### src/rtl/seq_pkg.sv
// seq_pkg: shared types and constants for sequence_generator.
//   seq_state_e        - FSM state encoding
//   SEQ_PATTERN_10110  - default transmit pattern
//   seq_overlap_len()  - longest proper prefix that is also a suffix,
//                        evaluated at elaboration for overlap mode
package seq_pkg;

    typedef enum logic [1:0] {
        S_IDLE  = 2'd0,
        S_SHIFT = 2'd1,
        S_GAP   = 2'd2,
        S_DONE  = 2'd3
    } seq_state_e;

    localparam logic [4:0] SEQ_PATTERN_10110 = 5'b10110;

    // pattern is right-aligned in 16 bits; width is 2..16
    function automatic int seq_overlap_len(input logic [15:0] pattern, input int width);
        logic [15:0] mask;
        logic [15:0] prefix;
        logic [15:0] suffix;
        int          best;
        best = 0;
        for (int k = 1; k < width; k++) begin
            mask   = (16'd1 << k) - 16'd1;
            prefix = (pattern >> (width - k)) & mask;
            suffix = pattern & mask;
            if (prefix == suffix) best = k;
        end
        return best;
    endfunction

endpackage

### src/rtl/seq_pattern_shifter.sv
// seq_pattern_shifter: PATTERN_W-bit shift register plus bit counter.
//   clk, rst_n   clock, synchronous active-low reset
//   load         reload PATTERN (shifted left by load_ofs), counter = load_ofs
//   shift        shift left one bit, counter + 1 (load has priority)
//   load_ofs     number of leading pattern bits to skip on load
//   msb          bit currently at the head of the register
//   last_bit     head bit is the final bit of the pattern
module seq_pattern_shifter
    import seq_pkg::*;
#(
    parameter int                   PATTERN_W = 5,
    parameter logic [PATTERN_W-1:0] PATTERN   = SEQ_PATTERN_10110,
    localparam int                  CW        = $clog2(PATTERN_W)
) (
    input  logic          clk,
    input  logic          rst_n,
    input  logic          load,
    input  logic          shift,
    input  logic [CW-1:0] load_ofs,
    output logic          msb,
    output logic          last_bit
);

    logic [PATTERN_W-1:0] sreg_q;
    logic [CW-1:0]        cnt_q;

    always_ff @(posedge clk) begin
        if (!rst_n) begin
            sreg_q <= '0;
            cnt_q  <= '0;
        end else if (load) begin
            sreg_q <= PATTERN << load_ofs;
            cnt_q  <= load_ofs;
        end else if (shift) begin
            sreg_q <= {sreg_q[PATTERN_W-2:0], 1'b0};
            cnt_q  <= cnt_q + CW'(1);
        end
    end

    assign msb      = sreg_q[PATTERN_W-1];
    assign last_bit = (cnt_q == CW'(PATTERN_W - 1));

endmodule

### src/rtl/sequence_generator.sv
// sequence_generator: serial pattern transmitter (MSB first), repeated
// repeat_cnt times with optional idle gaps between copies.
//   clk, rst_n   clock, synchronous active-low reset
//   start        burst request, sampled in IDLE only
//   repeat_cnt   copies to send, latched on accepted start
//   gap_len      idle cycles between copies, latched on accepted start
//   dout/dvalid  serial data and qualifier
//   frame_mark   pulse with the last bit of each copy
//   busy         burst in progress
//   done         one-cycle pulse after the burst
// Build option SEQ_GEN_OVERLAP_EN: copies after the first skip the
// prefix/suffix overlap of PATTERN, and gap_len is ignored.
//
// state   | meaning
// --------+--------------------------------------------
// S_IDLE  | waiting for start
// S_SHIFT | sending pattern bits
// S_GAP   | idle cycles between copies
// S_DONE  | burst finished, done pulse issued next edge
module sequence_generator
    import seq_pkg::*;
#(
    parameter int                   PATTERN_W = 5,
    parameter logic [PATTERN_W-1:0] PATTERN   = SEQ_PATTERN_10110,
    parameter int                   CNT_W     = 8,
    parameter int                   GAP_W     = 4
) (
    input  logic             clk,
    input  logic             rst_n,
    input  logic             start,
    input  logic [CNT_W-1:0] repeat_cnt,
    input  logic [GAP_W-1:0] gap_len,
    output logic             dout,
    output logic             dvalid,
    output logic             frame_mark,
    output logic             busy,
    output logic             done
);

    localparam int CW = $clog2(PATTERN_W);

    seq_state_e       state_q;
    logic [CNT_W-1:0] rep_q;
    logic [GAP_W-1:0] gap_len_q;
    logic [GAP_W-1:0] gap_cnt_q;
    logic             dout_q, dvalid_q, frame_q, busy_q, done_q;

    logic             sh_load, sh_shift, sh_msb, sh_last;
    logic             first_load;
    logic [CW-1:0]    sh_ofs;

`ifdef SEQ_GEN_OVERLAP_EN
    localparam int OVL = seq_overlap_len(16'(PATTERN), PATTERN_W);
    assign sh_ofs = first_load ? '0 : CW'(OVL);
`else
    assign sh_ofs = '0;
`endif

    // Reloads happen on acceptance, back-to-back copies, and gap expiry.
    always_comb begin
        sh_load    = 1'b0;
        sh_shift   = 1'b0;
        first_load = 1'b0;
        case (state_q)
            S_IDLE: begin
                if (start && (repeat_cnt != '0)) begin
                    sh_load    = 1'b1;
                    first_load = 1'b1;
                end
            end
            S_SHIFT: begin
                sh_shift = 1'b1;
                if (sh_last && (rep_q != CNT_W'(1)) && (gap_len_q == '0))
                    sh_load = 1'b1;
            end
            S_GAP: begin
                if (gap_cnt_q == '0) sh_load = 1'b1;
            end
            default: ;
        endcase
    end

    seq_pattern_shifter #(
        .PATTERN_W (PATTERN_W),
        .PATTERN   (PATTERN)
    ) u_shifter (
        .clk      (clk),
        .rst_n    (rst_n),
        .load     (sh_load),
        .shift    (sh_shift),
        .load_ofs (sh_ofs),
        .msb      (sh_msb),
        .last_bit (sh_last)
    );

    // Outputs are registered from the current state, so they trail the
    // state register by one edge.
    always_ff @(posedge clk) begin
        if (!rst_n) begin
            state_q   <= S_IDLE;
            rep_q     <= '0;
            gap_len_q <= '0;
            gap_cnt_q <= '0;
            dout_q    <= 1'b0;
            dvalid_q  <= 1'b0;
            frame_q   <= 1'b0;
            busy_q    <= 1'b0;
            done_q    <= 1'b0;
        end else begin
            dout_q   <= 1'b0;
            dvalid_q <= 1'b0;
            frame_q  <= 1'b0;
            busy_q   <= 1'b0;
            done_q   <= 1'b0;
            case (state_q)
                S_IDLE: begin
                    if (start) begin
                        rep_q <= repeat_cnt;
`ifdef SEQ_GEN_OVERLAP_EN
                        gap_len_q <= '0;
`else
                        gap_len_q <= gap_len;
`endif
                        state_q <= (repeat_cnt != '0) ? S_SHIFT : S_DONE;
                    end
                end
                S_SHIFT: begin
                    dout_q   <= sh_msb;
                    dvalid_q <= 1'b1;
                    busy_q   <= 1'b1;
                    if (sh_last) begin
                        frame_q <= 1'b1;
                        rep_q   <= rep_q - CNT_W'(1);
                        if (rep_q == CNT_W'(1)) begin
                            state_q <= S_DONE;
                        end else if (gap_len_q != '0) begin
                            state_q   <= S_GAP;
                            gap_cnt_q <= gap_len_q - GAP_W'(1);
                        end
                    end
                end
                S_GAP: begin
                    busy_q <= 1'b1;
                    if (gap_cnt_q == '0) state_q   <= S_SHIFT;
                    else                 gap_cnt_q <= gap_cnt_q - GAP_W'(1);
                end
                S_DONE: begin
                    done_q  <= 1'b1;
                    state_q <= S_IDLE;
                end
                default: state_q <= S_IDLE;
            endcase
        end
    end

    assign dout       = dout_q;
    assign dvalid     = dvalid_q;
    assign frame_mark = frame_q;
    assign busy       = busy_q;
    assign done       = done_q;

endmodule

### config.mk
export PLATFORM = sky130hd
export DESIGN_NAME = sequence_generator
export DESIGN_NICKNAME = d
export VERILOG_FILES = /design/src/rtl/seq_pkg.sv /design/src/rtl/seq_pattern_shifter.sv /design/src/rtl/sequence_generator.sv
export SDC_FILE = /design/constraint.sdc
export NUM_CORES = 1
export LEC_CHECK = 0
export BUFFER_PORTS_ARGS = -buffer_cell sky130_fd_sc_hd__buf_4
export CAP_MARGIN = 10
export CORE_UTILIZATION = 40
export DETAILED_ROUTE_END_ITERATION = 10
export SYNTH_ARGS = -nofsm -noshare
export SYNTH_HDL_FRONTEND = slang
export SYNTH_SLANG_ARGS = --single-unit
### constraint.sdc
create_clock -name clk -period 3.7 [get_ports clk]
set_input_delay 0.925 -clock clk [delete_from_list [all_inputs] [get_ports clk]]
set_output_delay 0.925 -clock clk [all_outputs]
set_load 0.02 [all_outputs]
* Word level (Yosys, flattened, before mapping)
Cells that the tools add are included.
** Cells by class
- Add/subtract/negate cells :: 4
- Multipliers :: 0
- Div/mod/pow operators :: 0
- $lt $le $gt $ge :: 0
- Equality and inequality tests :: 13
- Shift operators :: 0
- Muxes and demuxes :: 25
- Bitwise operators :: 1
- Reduce and logical (&&, ||, !) cells :: 18
** Operators by type and width (number)
- two-way mux 4 bit :: 4
- two-way mux 8 bit :: 2
- case mux 8 bit (2 select lines) :: 1
- two-way mux 2 bit :: 6
- != test 2 bit, second input constant :: 6
- two-way mux 5 bit :: 2
- equality test 8 x 1 -> 1 bit, second input constant :: 1
- zero test 4 bit :: 2
- != test 8 x 1 -> 1 bit, second input constant :: 1
- case mux 2 bit (4 select lines) :: 1
- case mux 4 bit (2 select lines) :: 1
- nonzero test 8 bit :: 1
- subtractor 4 x 1 -> 4 bit, second input constant :: 2
- subtractor 8 x 1 -> 8 bit, second input constant :: 1
- two-way mux 1 bit :: 7
- nonzero test 2 bit :: 3
- AND reduction 5 bit :: 1
- equality test 2 bit, second input constant :: 2
- AND reduction 2 bit :: 2
- AND reduction 4 bit :: 1
- nonzero test 4 bit :: 1
- OR reduction 2 bit :: 2
- adder 3 x 1 -> 3 bit, second input constant :: 1
- equality test 3 bit, second input constant :: 1
- 7 further kinds :: 9
** Storage, ports and cells
- Bits in registers :: 30
- Latch bits :: 0
- Memory bits (writable) :: 0
- Memory bits (read-only) :: 0
- Bits of input ports :: 15
- Output and inout port bits :: 5
- Word-level logic and storage cells :: 73
- Memories kept :: 0

* Longest topological paths before layout
Gate-level depths: netlist (run 1).
- Word-level depth :: 6
- Depth in mapped cells :: 9
- Gate-level depth less buffers :: 8

* By module
From an unflattened synthesis (run 1), not the netlist that was laid out.
** Unflattened totals
- Cells, all modules :: 210
- Area total of the unflattened synthesis :: 1808.0 um^2
** Modules (own cells, without submodules)
- sequence_generator :: times used 1, cells each 167, area an instance 1400.1 um^2, seq. area each 460.4 um^2
- seq_pattern_shifter :: times used 1, cells each 43, area an instance 407.9 um^2, seq. area each 140.1 um^2

* Worst setup path before layout (run 1)
OpenSTA, ideal clock, no wires.
- Kind :: in2reg
- From :: in start
- To :: reg rep_q[0]
- Setup time :: 0.119 ns
- Arrival time :: 1.846 ns
- Required time :: 3.581 ns
- Slack :: 1.735 ns
- Cell stages on the path :: 5
- Path buffers :: 1
- Path through :: nor2b_1 a211o_1 clkbuf_1 nor2_1 o221a_2
** On the way
- Word-level cells in the longest chain between the ends :: 2
** RTL lines
- from (decl) :: line sequence_generator.sv:30 : input logic start,
- != test 2 bit (no line)
- AND reduction 3 bit (no line)
- to (signal assigned) :: line sequence_generator.sv:118 : rep_q <= repeat_cnt;
- to (signal assigned) :: line sequence_generator.sv:133 : rep_q <= rep_q - CNT_W'(1);
- to (decl) :: line sequence_generator.sv:43 : logic [CNT_W-1:0] rep_q;
No other way between the ends.
A chain may end at the register's enable or synchronous reset.

* Final worst setup path (run 1)
- From :: reg state_q[1]
- To :: reg u_shifter.sreg_q[3]
** On the way
- Elaborated cells between the ends (all ways) :: 6
- Those cells by class :: eq/ne: 2; mux: 2; reduce/logical: 2
** RTL lines
- from (decl) :: line sequence_generator.sv:42 : seq_state_e state_q;
- from (signal assigned) :: line sequence_generator.sv:124 : state_q <= (repeat_cnt != '0) ? S_SHIFT : S_DONE;
- equality test 2 x 1 -> 1 bit :: line sequence_generator.sv:64 : case (state_q)
- two-way mux 1 bit :: line sequence_generator.sv:64
- via sh_shift :: line sequence_generator.sv:48 : logic sh_load, sh_shift, sh_msb, sh_last;
- to (signal assigned) :: line seq_pattern_shifter.sv:32 : sreg_q <= PATTERN << load_ofs;
- to (signal assigned) :: line seq_pattern_shifter.sv:35 : sreg_q <= {sreg_q[PATTERN_W-2:0], 1'b0};
- to (decl) :: line seq_pattern_shifter.sv:24 : logic [PATTERN_W-1:0] sreg_q;
The timed path passes the listed nets, and every way through them passes these cells.

==> results of run 1 <==
## where the power goes
group          total, W  switching (W)  internal [W]
clock          0.000332       0.000117      0.000215
combinational  0.000551       0.000317      0.000235
sequential     0.000482      0.0000789      0.000403
total           0.00137       0.000512      0.000853
## cell usage after synthesis, drive strengths merged (2+ instances only)
| cell type | count |
|---|---|
| nor2 | 14 |
| a21oi | 3 |
| nand2 | 16 |
| nor4 | 3 |
| mux2i | 8 |
| ha | 10 |
| or4 | 2 |
| nand4b | 2 |
| a21o | 2 |
| clkbuf | 5 |
| buf | 2 |
| nor2b | 6 |
| nor3 | 3 |
| a22oi | 5 |
| and2 | 5 |
| a211oi | 2 |
| o21ai | 10 |
| inv | 9 |
| o21a | 3 |
| a21boi | 13 |
| nand3 | 8 |
| dfxtp | 30 |
## cells by family after synthesis
logic type	count (synthesis)
AND/OR/NAND/NOR	67
AO/OA/AOI/OAI	51
flip-flops	30
buffers and inverters	16
adder cells (fa/ha/maj)	10
multiplexers	8
XOR/XNOR	2
## stage by stage
step / instances / area, um^2 / total power [W]
6_report: 251 / 1920 / 0.00137
5_1_grt: 251 / 1920 / 0.00148
4_1_cts: 251 / 1920 / 0.00138
3_5_place_dp: 244 / 1800 / 0.00104
3_3_place_gp: 244 / 1800 / 0.00102
2_1_floorplan: 184 / 1630 / 0.000909
## flip-flops by register name, summed over array words and instances (netlist names)
signal	cells
busy	1
u_shifter.sreg_q	4
gap_len_q	4
dvalid	1
frame_mark	1
state_q	2
dout	1
rep_q	8
done	1
u_shifter.cnt_q	3
gap_cnt_q	4
## layout make-up
cell class,instances,area [um^2]
clock buffer,6,82.6
clock inverter,1,30.0
fill,376,1880
inverter,9,33.8
multi-input combinational,138,967
sequential,30,601
tap,48,60.1
timing repair buffer,19,143
## critical path, cell delays in order, from the launching register on
cell	delay [ps]
dfxtp_1	350
inv_1	100
ha_1	800
or4b_1	540
a2111o_1	360
a31o_2	250
nand2_2	110
nor2_1	50
## layer usage
| metal | track usage | vias to the layer above | part of all wire |
|---|---|---|---|
| met4 | 0.0924 | 0 | 0.013 |
| met1 | 0.227 | 635 | 0.47 |
| met2 | 0.301 | 27 | 0.48 |
| met5 | 0 | - | 0 |
| met3 | 0.0431 | 5 | 0.038 |
| li1 | - | 706 | - |
## worst max-delay path by stage
stage                     startpoint                  end  slack [ps]
after floorplan                start             rep_q[0]        1740
after CTS                 state_q[1]   u_shifter.cnt_q[0]        1000
after global routing      state_q[1]   u_shifter.cnt_q[0]         840
after detailed placement  state_q[1]   u_shifter.cnt_q[0]        1010
final                     state_q[1]  u_shifter.sreg_q[3]        1020
after global placement    state_q[1]   u_shifter.cnt_q[0]        1100
==> summary.txt, run 1 <==
STA
  – Period minus WS final: 2680 ps
  – RSZ-0062 raised after global routing: false
  – Final count of pins violating max slew: 0
  – Clk_skew: 2.51 ps
  – Setup WS post-layout: 1020 ps
  – Hold Violations, Final: 0
  – Worst slew pin tran: 966 ps
  – Setup_tns: 0 ps
  – Fmax: between 0.3 and 0.4 GHz
  – Final setup violation count: 0
  – Period utilisation layout: 0.723
  – Max_slew headroom: 0.356
  – WHS: roughly 470 ps

Clock network
  – Worst skew pair latency: 280 ps
  – Bufs on Longest Clock Path: 2
  – Post-CTS setup buffer count: 0
  – Clock slew at reported path FFs: 60 ps
  – Clk root buf: clkbuf_8
  – H-tree depth: 2
  – CTS tree: yes
  – Gates resized, CTS repair: 0
  – Hold bufs inserted after CTS: 0
  – Clock sinks: 30
  – CTS Buf Count: 5

Cells and area
  – ANT cells: 0
  – Share of layout cells above drive strength 1: 0.172
  – Final Util: 0.505
  – Nets@finish: between 200 and 250
  – Commonest non-fill, non-tap cell in the layout: dfxtp_1
  – Area Growth Syn to Fin: 17.4%
  – Commonest non-fill, non-tap cells in the layout: dfxtp_1, buf_4, nand2_1, nor2_1, ha_1

Power
  – Peak supply drop: 0.000440 V
  – Power per Cell Area: 712 nW/um^2
  – Pleak: 0.765 nW

Critical path
  – FF-to-FF setup slack: just over 1000 ps
  – Critical Path End Type: register
  – CP required: a little under 4000 ps
  – Worst reg2reg path depth: 7
  – Startpoint types: register
  – CP max FO: 27
  – Worst Setup Path Type: register to register
  – CP arrival: 2840 ps
  – Critical R2R Launch: state_q[1]
  – Reg-to-Reg End: u_shifter.sreg_q[3]

Hold path
  – Tightest Hold Check Type: register to register
  – Hold EP: gap_cnt_q[3]
  – WHS Path Cells: 2
  – Hold path start: gap_cnt_q[3]

Drt
  – Drt pass-1 iters: 4
  – WL final: roughly 3.5 mm
  – Vias: 1,373
  – Number of antenna-violating nets in the routed design: 0
  – Post-DR wirelength/cell: 13.8 um
  – Routed vias/inst: 5.47
  – DRC: 0
  – Initial DRC Count: 83

Placement
  – PortBufs: 19
  – GP Congestion: slightly below 0.8
  – Post-Place Worst Slack: 1010 ps
  – Placed wire-length estimate: 2.56 mm

Synth
  – Largest family of logic cells by synthesized area: compound AO/OA/AOI/OAI gates
  – Top-area cell type share of the netlist area: 0.368
  – Post-Syn Nets: 209
  – Cells after synthesis: 184
  – Synth Register Bits: 30
  – YS warnings: 0
  – Synth Area in Simple Gates: 0.221
  – Ys async rst share: 0
  – Post-Synth Adder-Cell Area: 0.0766
  – Top cells by area, synth: dfxtp_1, ha_1, mux2i_1
  – Register area share after synthesis: 0.368
  – Post-synthesis mux area share: 0.0490
  – Post-Synth XOR/XNOR Area: 0.0107
  – Cell area after synthesis: 1630 um^2
  – Post-synthesis compound-gate area fraction: 0.235
  – Synth unique cells: between 50 and 60
  – Synth area leader: dfxtp_1
  – Most common flop cell mapped by yosys: dfxtp_1
  – EDFF count, synth: 0
  – Avg Inst Size Synth: 8.87 um^2

GRT
  – Antenna violations before repair: 0
  – Total GRT Usage: 0.186
  – Vias in the first global route: between 1,000 and 1,500
  – GR Overflow Total: 0
  – Largest net degree at the start of global routing: 28
  – First-pass GRT wire length: around 6.0 mm

Floorplan
  – Die height: 65.9 um
  – Total die area: ~4300 um^2
  – Core Box Area: 3800 um^2
  – Row cnt: 22
  – Initial Util: 0.430
  – Die W: 65.9 um
  – I/O pin cnt: 20

Job
  – Max-cap violations: 0

Run status
  – Outcome: completed
Power figures use the tool's default switching activity.
==> run 2: changes to the inputs <==
--- a/config.mk
+++ b/config.mk
@@ -5,6 +5,7 @@
 export SDC_FILE = /design/constraint.sdc
 export NUM_CORES = 1
 export LEC_CHECK = 0
+export ABC_AREA = 1
 export BUFFER_PORTS_ARGS = -buffer_cell sky130_fd_sc_hd__buf_4
 export CAP_MARGIN = 10
 export CORE_UTILIZATION = 40
==> constraint.sdc (replaced) <==
create_clock -name clk -period 2.8 [get_ports clk]
set_input_delay 0.7 -clock clk [delete_from_list [all_inputs] [get_ports clk]]
set_output_delay 0.7 -clock clk [all_outputs]
set_load 0.02 [all_outputs]
==> run 2 against run 1 <==
- via count up 7.9%
- sequential power up 33%
- highest routed layer unchanged
- sequential cell count stayed put
- sequential share of layout area down 1.1 points
- cell count increased by 24%
- final area increased by 3.5%
- wire length is 3.2% lower
- combinational power rose by 100%
- largest power group unchanged
- worst hold slack worse by 12 ps
- global-route usage shrank 1.3 points
==> summary.txt, run 2 <==
Synth
  – Cells after synthesis: 241 (was 184)
  – EDFF count, synth: 0 (unchanged)
  – Synth area leader: dfxtp_1 (unchanged)
  – Count leader, synth: nand2_1 (was dfxtp_1)
  – YS warnings: 0 (unchanged)
  – Cell area after synthesis: 1690 um^2 (was 1630 um^2)
  – Top cells by area, synth: dfxtp_1, nand2_1, ha_1 (was dfxtp_1, ha_1, mux2i_1)
  – Synth unique cells: 27 (was 52)
  – Synth cell count leaders: nand2_1, dfxtp_1, inv_1, nor2_1, a21oi_1 (was dfxtp_1, nand2_1, nor2_1, ha_1)
  – Synth Register Bits: 30 (unchanged)
  – Most common flop cell mapped by yosys: dfxtp_1 (unchanged)
  – Top-area cell type share of the netlist area: 0.356 (was 0.368)
  – Ys async rst share: 0 (unchanged)
  – Register area share after synthesis: 0.356 (was 0.368)
  – Post-Syn Nets: 266 (was 209)
  – Avg Inst Size Synth: 7.01 um^2 (was 8.87 um^2)

Cells and area
  – Commonest non-fill, non-tap cells in the layout: nand2_1, dfxtp_1, inv_1, nor2_1, a21oi_1 (was dfxtp_1, buf_4, nand2_1, nor2_1, ha_1)
  – Commonest non-fill, non-tap cell in the layout: nand2_1 (was dfxtp_1)
  – Max FFs per register: 8 (unchanged)
  – Area Growth Syn to Fin: 17.5% (was 17.4%)
  – ANT cells: 0 (unchanged)
  – Design Area, Final: 1980 um^2 (was 1920 um^2)
  – Share of layout cells above drive strength 1: 0.169 (was 0.172)
  – Nets@finish: 285 (was 228)
  – Top reg by flops: rep_q (unchanged)
  – Number of fill cells: 417 (was 376)

Critical path
  – Startpoint types: register (unchanged)
  – Crit path largest cell delay: 700 ps (was 800 ps)
  – Critical Path End Type: register (unchanged)
  – Critical path's slowest cell: ha_1 (unchanged)
  – Worst setup path startpoint: state_q[1] (unchanged)
  – Critical R2R Launch: state_q[1] (unchanged)
  – Sum of buffers and inverters on the critical path: 2 (was 1)
  – CP arrival: 2280 ps (was 2840 ps)
  – CP top delay family: adder cells (unchanged)
  – CP max FO: 22 (was 27)
  – Worst Setup Path Type: register to register (unchanged)
  – CP Cell Sequence: inv_1, ha_1, inv_2, nor2_2, nand2_1, a21o_1, a21oi_1 (was inv_1, ha_1, or4b_1, a2111o_1, a31o_2, nand2_2, nor2_1)
  – CP required: 3030 ps (was 3870 ps)

Clock network
  – Bufs on Longest Clock Path: 2 (unchanged)
  – Worst skew pair latency: 290 ps (was 280 ps)
  – H-tree depth: 2 (unchanged)
  – Hold bufs inserted after CTS: 0 (unchanged)
  – Gates resized, CTS repair: 0 (unchanged)
  – CTS tree: yes (unchanged)
  – Post-CTS setup buffer count: 0 (unchanged)
  – CTS Buf Count: 5 (unchanged)
  – Clock sinks: 30 (unchanged)
  – Clk root buf: clkbuf_8 (unchanged)
  – Clock slew at reported path FFs: 70 ps (was 60 ps)

Placement
  – Placed wire-length estimate: 2.48 mm (was 2.56 mm)
  – Post-Place Worst Slack: 744 ps (was 1010 ps)
  – GP Congestion: 0.831 (was 0.793)
  – PortBufs: 19 (unchanged)
  – Dpl cell area: 1840 um^2 (was 1800 um^2)

STA
  – RSZ-0062 raised after global routing: false (unchanged)
  – Final count of pins violating max slew: 0 (unchanged)
  – Clk_skew: 12.1 ps (was 2.51 ps)
  – Setup WS post-layout: 747 ps (was 1020 ps)
  – Hold Violations, Final: 0 (unchanged)
  – Period utilisation layout: 0.733 (was 0.723)
  – Final setup violation count: 0 (unchanged)
  – Max_slew headroom: 0.456 (was 0.356)
  – Fmax: 0.487 GHz (was 0.374 GHz)
  – Period minus WS final: 2050 ps (was 2680 ps)
  – Setup_tns: 0 ps (unchanged)
  – Worst slew pin tran: 815 ps (was 966 ps)

GRT
  – First-pass GRT wire length: 5.74 mm (was 6.04 mm)
  – Antenna violations before repair: 0 (unchanged)
  – GR Overflow Total: 0 (unchanged)
  – Vias in the first global route: 1,304 (was 1,340)
  – Largest net degree at the start of global routing: 23 (was 28)
  – Total GRT Usage: 0.173 (was 0.186)

Power
  – Peak supply drop: 0.000406 V (was 0.000440 V)
  – Pleak: 0.918 nW (was 0.765 nW)
  – Power per Cell Area: 1160 nW/um^2 (was 712 nW/um^2)

Floorplan
  – Die W: 67.0 um (was 65.9 um)
  – Total die area: 4490 um^2 (was 4340 um^2)
  – Die height: 67.0 um (was 65.9 um)
  – Initial Util: 0.419 (was 0.430)
  – Core Box Area: 4030 um^2 (was 3800 um^2)
  – Row cnt: 23 (was 22)
  – I/O pin cnt: 20 (unchanged)

Run status
  – Outcome: completed (unchanged)

Drt
  – WL met3: 167 um (was 132 um)
  – Top Layer Used: met4 (unchanged)
  – DRC: 0 (unchanged)
  – Drt pass-1 iters: 6 (was 4)
  – Met1 WL: 1.67 mm (was 1.63 mm)
  – Met2 Wirelength: 1.45 mm (was 1.66 mm)
  – Initial DRC Count: 67 (was 83)
  – Post-DR wirelength/cell: 10.8 um (was 13.8 um)
  – WL final: 3.36 mm (was 3.47 mm)
  – Routed vias/inst: 4.76 (was 5.47)
  – Vias: 1,481 (was 1,373)
  – Number of antenna-violating nets in the routed design: 0 (unchanged)

Hold path
  – Tightest Hold Check Type: register to register (unchanged)
  – Hold path start: u_shifter.sreg_q[4] (was gap_cnt_q[3])

Job
  – Max-cap violations: 0 (unchanged)
==> run 2: cells by family (layout without fill, tap and decap cells) <==
group | after synthesis | after routing | share of synthesized area
flip-flops | 30 | 30 | 0.356
multiplexers | 2 | 2 | 0.0119
buffers and inverters | 39 | 59 | 0.102
AND/OR/NAND/NOR | 107 | 107 | 0.276
adder cells (fa/ha/maj) | 10 | 10 | 0.0741
XOR/XNOR | 5 | 5 | 0.0259
AO/OA/AOI/OAI | 48 | 48 | 0.155
==> run 2: final cells by class <==
cell class                 count  area (um^2)  share of cell area
clock inverter                 2         60.1              0.0303
timing repair buffer          19          143              0.0719
clock buffer                   6         82.6              0.0416
inverter                      32          120              0.0605
multi-input combinational    172          916               0.462
tap                           50         62.6              0.0315
sequential                    30          601               0.303
==> run 2: per-layer routing <==
layer / track usage / up-vias
met5: 0 / -
met4: 0.0718 / 0
met3: 0.0514 / 6
met2: 0.266 / 25
met1: 0.222 / 654
li1: - / 796
==> run 2: path summary, 6_finish.rpt <==
path                   end  cells after the start  slack [ps]
setup / recovery  rep_q[5]                      7         750
hold reg to reg       dout                      2         460
hold / removal        dout                      2         460
setup reg to reg  rep_q[5]                      7         750
==> run 2: metrics by stage <==
step	util	cells	power, W	hold slack, ps
2_1_floorplan	-	241	0.00159	416
3_3_place_gp	0.457	303	0.00176	449
3_5_place_dp	0.457	303	0.00175	447
4_1_cts	0.493	311	0.00232	459
5_1_grt	0.493	311	0.00251	487
6_report	0.493	311	0.00229	459
==> run 2: worst reg2reg max path, stage by stage (launching register included) <==
cell     delay, ps
dfxtp_1        340
inv_1          120
ha_1           700
inv_2          270
nor2_2         230
nand2_1         70
a21o_1         170
a21oi_1        100
==> run 2: report_power, final <==
part           internal [W]  leakage [nW]  switching (W)  total [W]
Sequential         0.000562         0.247      0.0000774   0.000640
Clock              0.000379        0.0714       0.000168   0.000547
Combinational      0.000405         0.600       0.000702    0.00111
==> run 3: changes to the inputs <==
==> constraint.sdc (replaced) <==
create_clock -name clk -period 2.1 [get_ports clk]
set_input_delay 0.525 -clock clk [delete_from_list [all_inputs] [get_ports clk]]
set_output_delay 0.525 -clock clk [all_outputs]
set_load 0.02 [all_outputs]
==> run 3 against run 2 <==
- maximum frequency is 15% higher
- worst setup slack worse by 430 ps
- first-iteration DRC count stayed put
- critical path type unchanged
==> summary.txt, run 3 (synthesized netlist as in run 2, its figures left out) <==
Critical path
  – CP max FO: 5 (was 22)
  – Critical Path End Type: register (unchanged)
  – Critical R2R Launch: state_q[0] (was state_q[1])
  – Worst setup path startpoint: state_q[0] (was state_q[1])
  – FF-to-FF setup slack: 320 ps (was 750 ps)
  – Worst Setup Path Type: register to register (unchanged)
  – Startpoint types: register (unchanged)
  – CP required: 2320 ps (was 3030 ps)
  – CP arrival: 2000 ps (was 2280 ps)

STA
  – WHS: 433 ps (was 459 ps)
  – Worst slew pin tran: 313 ps (was 815 ps)
  – Clk_skew: 6.77 ps (was 12.1 ps)
  – Setup_tns: 0 ps (unchanged)
  – Max_slew headroom: 0.789 (was 0.456)
  – Period minus WS final: 1780 ps (was 2050 ps)
  – Period utilisation layout: 0.847 (was 0.733)
  – Final setup violation count: 0 (unchanged)
  – Hold Violations, Final: 0 (unchanged)
  – Setup WS post-layout: 322 ps (was 747 ps)
  – Final count of pins violating max slew: 0 (unchanged)
  – RSZ-0062 raised after global routing: false (unchanged)
  – Fmax: 0.562 GHz (was 0.487 GHz)

Placement
  – Dpl cell area: 1860 um^2 (was 1840 um^2)
  – Placed cells: 306 (was 303)
  – PortBufs: 19 (unchanged)
  – Post-Place Worst Slack: 342 ps (was 744 ps)
  – GP Congestion: 0.774 (was 0.831)
  – Placed wire-length estimate: 2.64 mm (was 2.48 mm)

Hold path
  – Tightest Hold Check Type: register to register (unchanged)
  – Hold path start: u_shifter.sreg_q[4] (unchanged)

Drt
  – Met1 WL: 1.81 mm (was 1.67 mm)
  – DRC: 0 (unchanged)
  – Initial DRC Count: 67 (unchanged)
  – Drt pass-1 iters: 4 (was 6)
  – Top Layer Used: met4 (unchanged)
  – Routed vias/inst: 4.72 (was 4.76)
  – WL met3: 104 um (was 167 um)
  – Post-DR wirelength/cell: 11.1 um (was 10.8 um)
  – Met2 Wirelength: 1.48 mm (was 1.45 mm)
  – WL final: 3.46 mm (was 3.36 mm)
  – Vias: 1,472 (was 1,481)
  – Number of antenna-violating nets in the routed design: 0 (unchanged)

Clock network
  – Clock sinks: 30 (unchanged)
  – Hold bufs inserted after CTS: 0 (unchanged)
  – Clk root buf: clkbuf_8 (unchanged)
  – CTS tree: yes (unchanged)
  – Worst skew pair latency: 280 ps (was 290 ps)
  – H-tree depth: 2 (unchanged)
  – Clock slew at reported path FFs: 60 ps (was 70 ps)
  – Gates resized, CTS repair: 0 (unchanged)
  – CTS Buf Count: 5 (unchanged)
  – Bufs on Longest Clock Path: 2 (unchanged)
  – Post-CTS setup buffer count: 0 (unchanged)

Power
  – Peak supply drop: 0.000647 V (was 0.000406 V)
  – Power per Cell Area: 1450 nW/um^2 (was 1160 nW/um^2)
  – Comb pwr share: 0.535 (was 0.483)
  – Cell Int Power: 0.00157 W (was 0.00135 W)
  – Sequential fraction of design power: 0.305 (was 0.279)
  – Switching part of the total power: 0.443 (was 0.413)
  – Clk pwr share: 0.160 (was 0.238)
  – Pleak: 0.905 nW (was 0.918 nW)
  – P_sw: 0.00125 W (was 0.000947 W)

GRT
  – Largest net degree at the start of global routing: 20 (was 23)
  – Total GRT Usage: 0.177 (was 0.173)
  – Antenna violations before repair: 0 (unchanged)
  – First-pass GRT wire length: 5.89 mm (was 5.74 mm)
  – GR Overflow Total: 0 (unchanged)
  – Vias in the first global route: 1,329 (was 1,304)

Floorplan
  – I/O pin cnt: 20 (unchanged)
  – Die W: 67.0 um (unchanged)
  – Initial Util: 0.419 (unchanged)
  – Die height: 67.0 um (unchanged)
  – Row cnt: 23 (unchanged)
  – Total die area: 4490 um^2 (unchanged)
  – Core Box Area: 4030 um^2 (unchanged)

Run status
  – Outcome: completed (unchanged)

Cells and area
  – ANT cells: 0 (unchanged)
  – Nets@finish: 288 (was 285)
  – Area Growth Syn to Fin: 15.3% (was 17.5%)
  – Top reg by flops: rep_q (unchanged)
  – Non-filler cells, final: 312 (was 311)
  – Max FFs per register: 8 (unchanged)
  – Commonest non-fill, non-tap cell in the layout: nand2_1 (unchanged)
  – Design Area, Final: 1950 um^2 (was 1980 um^2)
  – Commonest non-fill, non-tap cells in the layout: nand2_1, dfxtp_1, inv_1, nor2_1, buf_4 (was nand2_1, dfxtp_1, inv_1, nor2_1, a21oi_1)
  – Share of layout cells above drive strength 1: 0.172 (was 0.169)

Job
  – Max-cap violations: 0 (unchanged)
## run 3: changes by cell type in the layout (fill, tap and decap cells not counted), sizes merged
| cell | before | now |
|---|---|---|
| bufinv | 2 | 0 |
| buf | 19 | 22 |
## run 3: critical path, cell delays in order, from the launching register on
cell,delay (ps)
dfxtp_1,410
inv_1,110
ha_1,240
o21ai_0,300
inv_1,100
ha_1,220
xor2_1,150
nand2_1,70
nand2_1,40
nor2_1,70
## run 3: metrics by stage
step / power (W) / utilization
global placement: 0.00238 / 0.463
finish: 0.00282 / 0.483
detailed placement: 0.00239 / 0.463
global route: 0.00313 / 0.483
CTS: 0.00286 / 0.483
floorplan: 0.00212 / -
## run 3: final timing paths
kind | endpoint | depth (start not counted)
max | gap_cnt_q[2] | 9
min | dout | 2
max reg2reg | gap_cnt_q[2] | 9
min reg2reg | dout | 2
## run 3: per-layer routing
metal  track usage  up-vias
met2         0.271       19
met3        0.0462        6
met1         0.227      645
li1              -      802
met5             0        -
met4        0.0824        0
## run 3: final cells by class
class	count	area, um^2
clock buffers	6	82.6
inverters	32	120
multi-input cells	172	916
fillers	425	2080
flip-flops and latches	30	601
repair buffers	22	165
well taps	50	62.6
## run 3: power by group through the flow
stage	Combinational [W]	Sequential [W]	Clock (W)
5_1_grt	0.00176	0.000885	0.000491
6_report	0.00151	0.000860	0.000450
4_1_cts	0.00153	0.000860	0.000469
3_3_place_gp	0.00151	0.000866	0
3_5_place_dp	0.00152	0.000871	0
2_1_floorplan	0.00127	0.000858	0
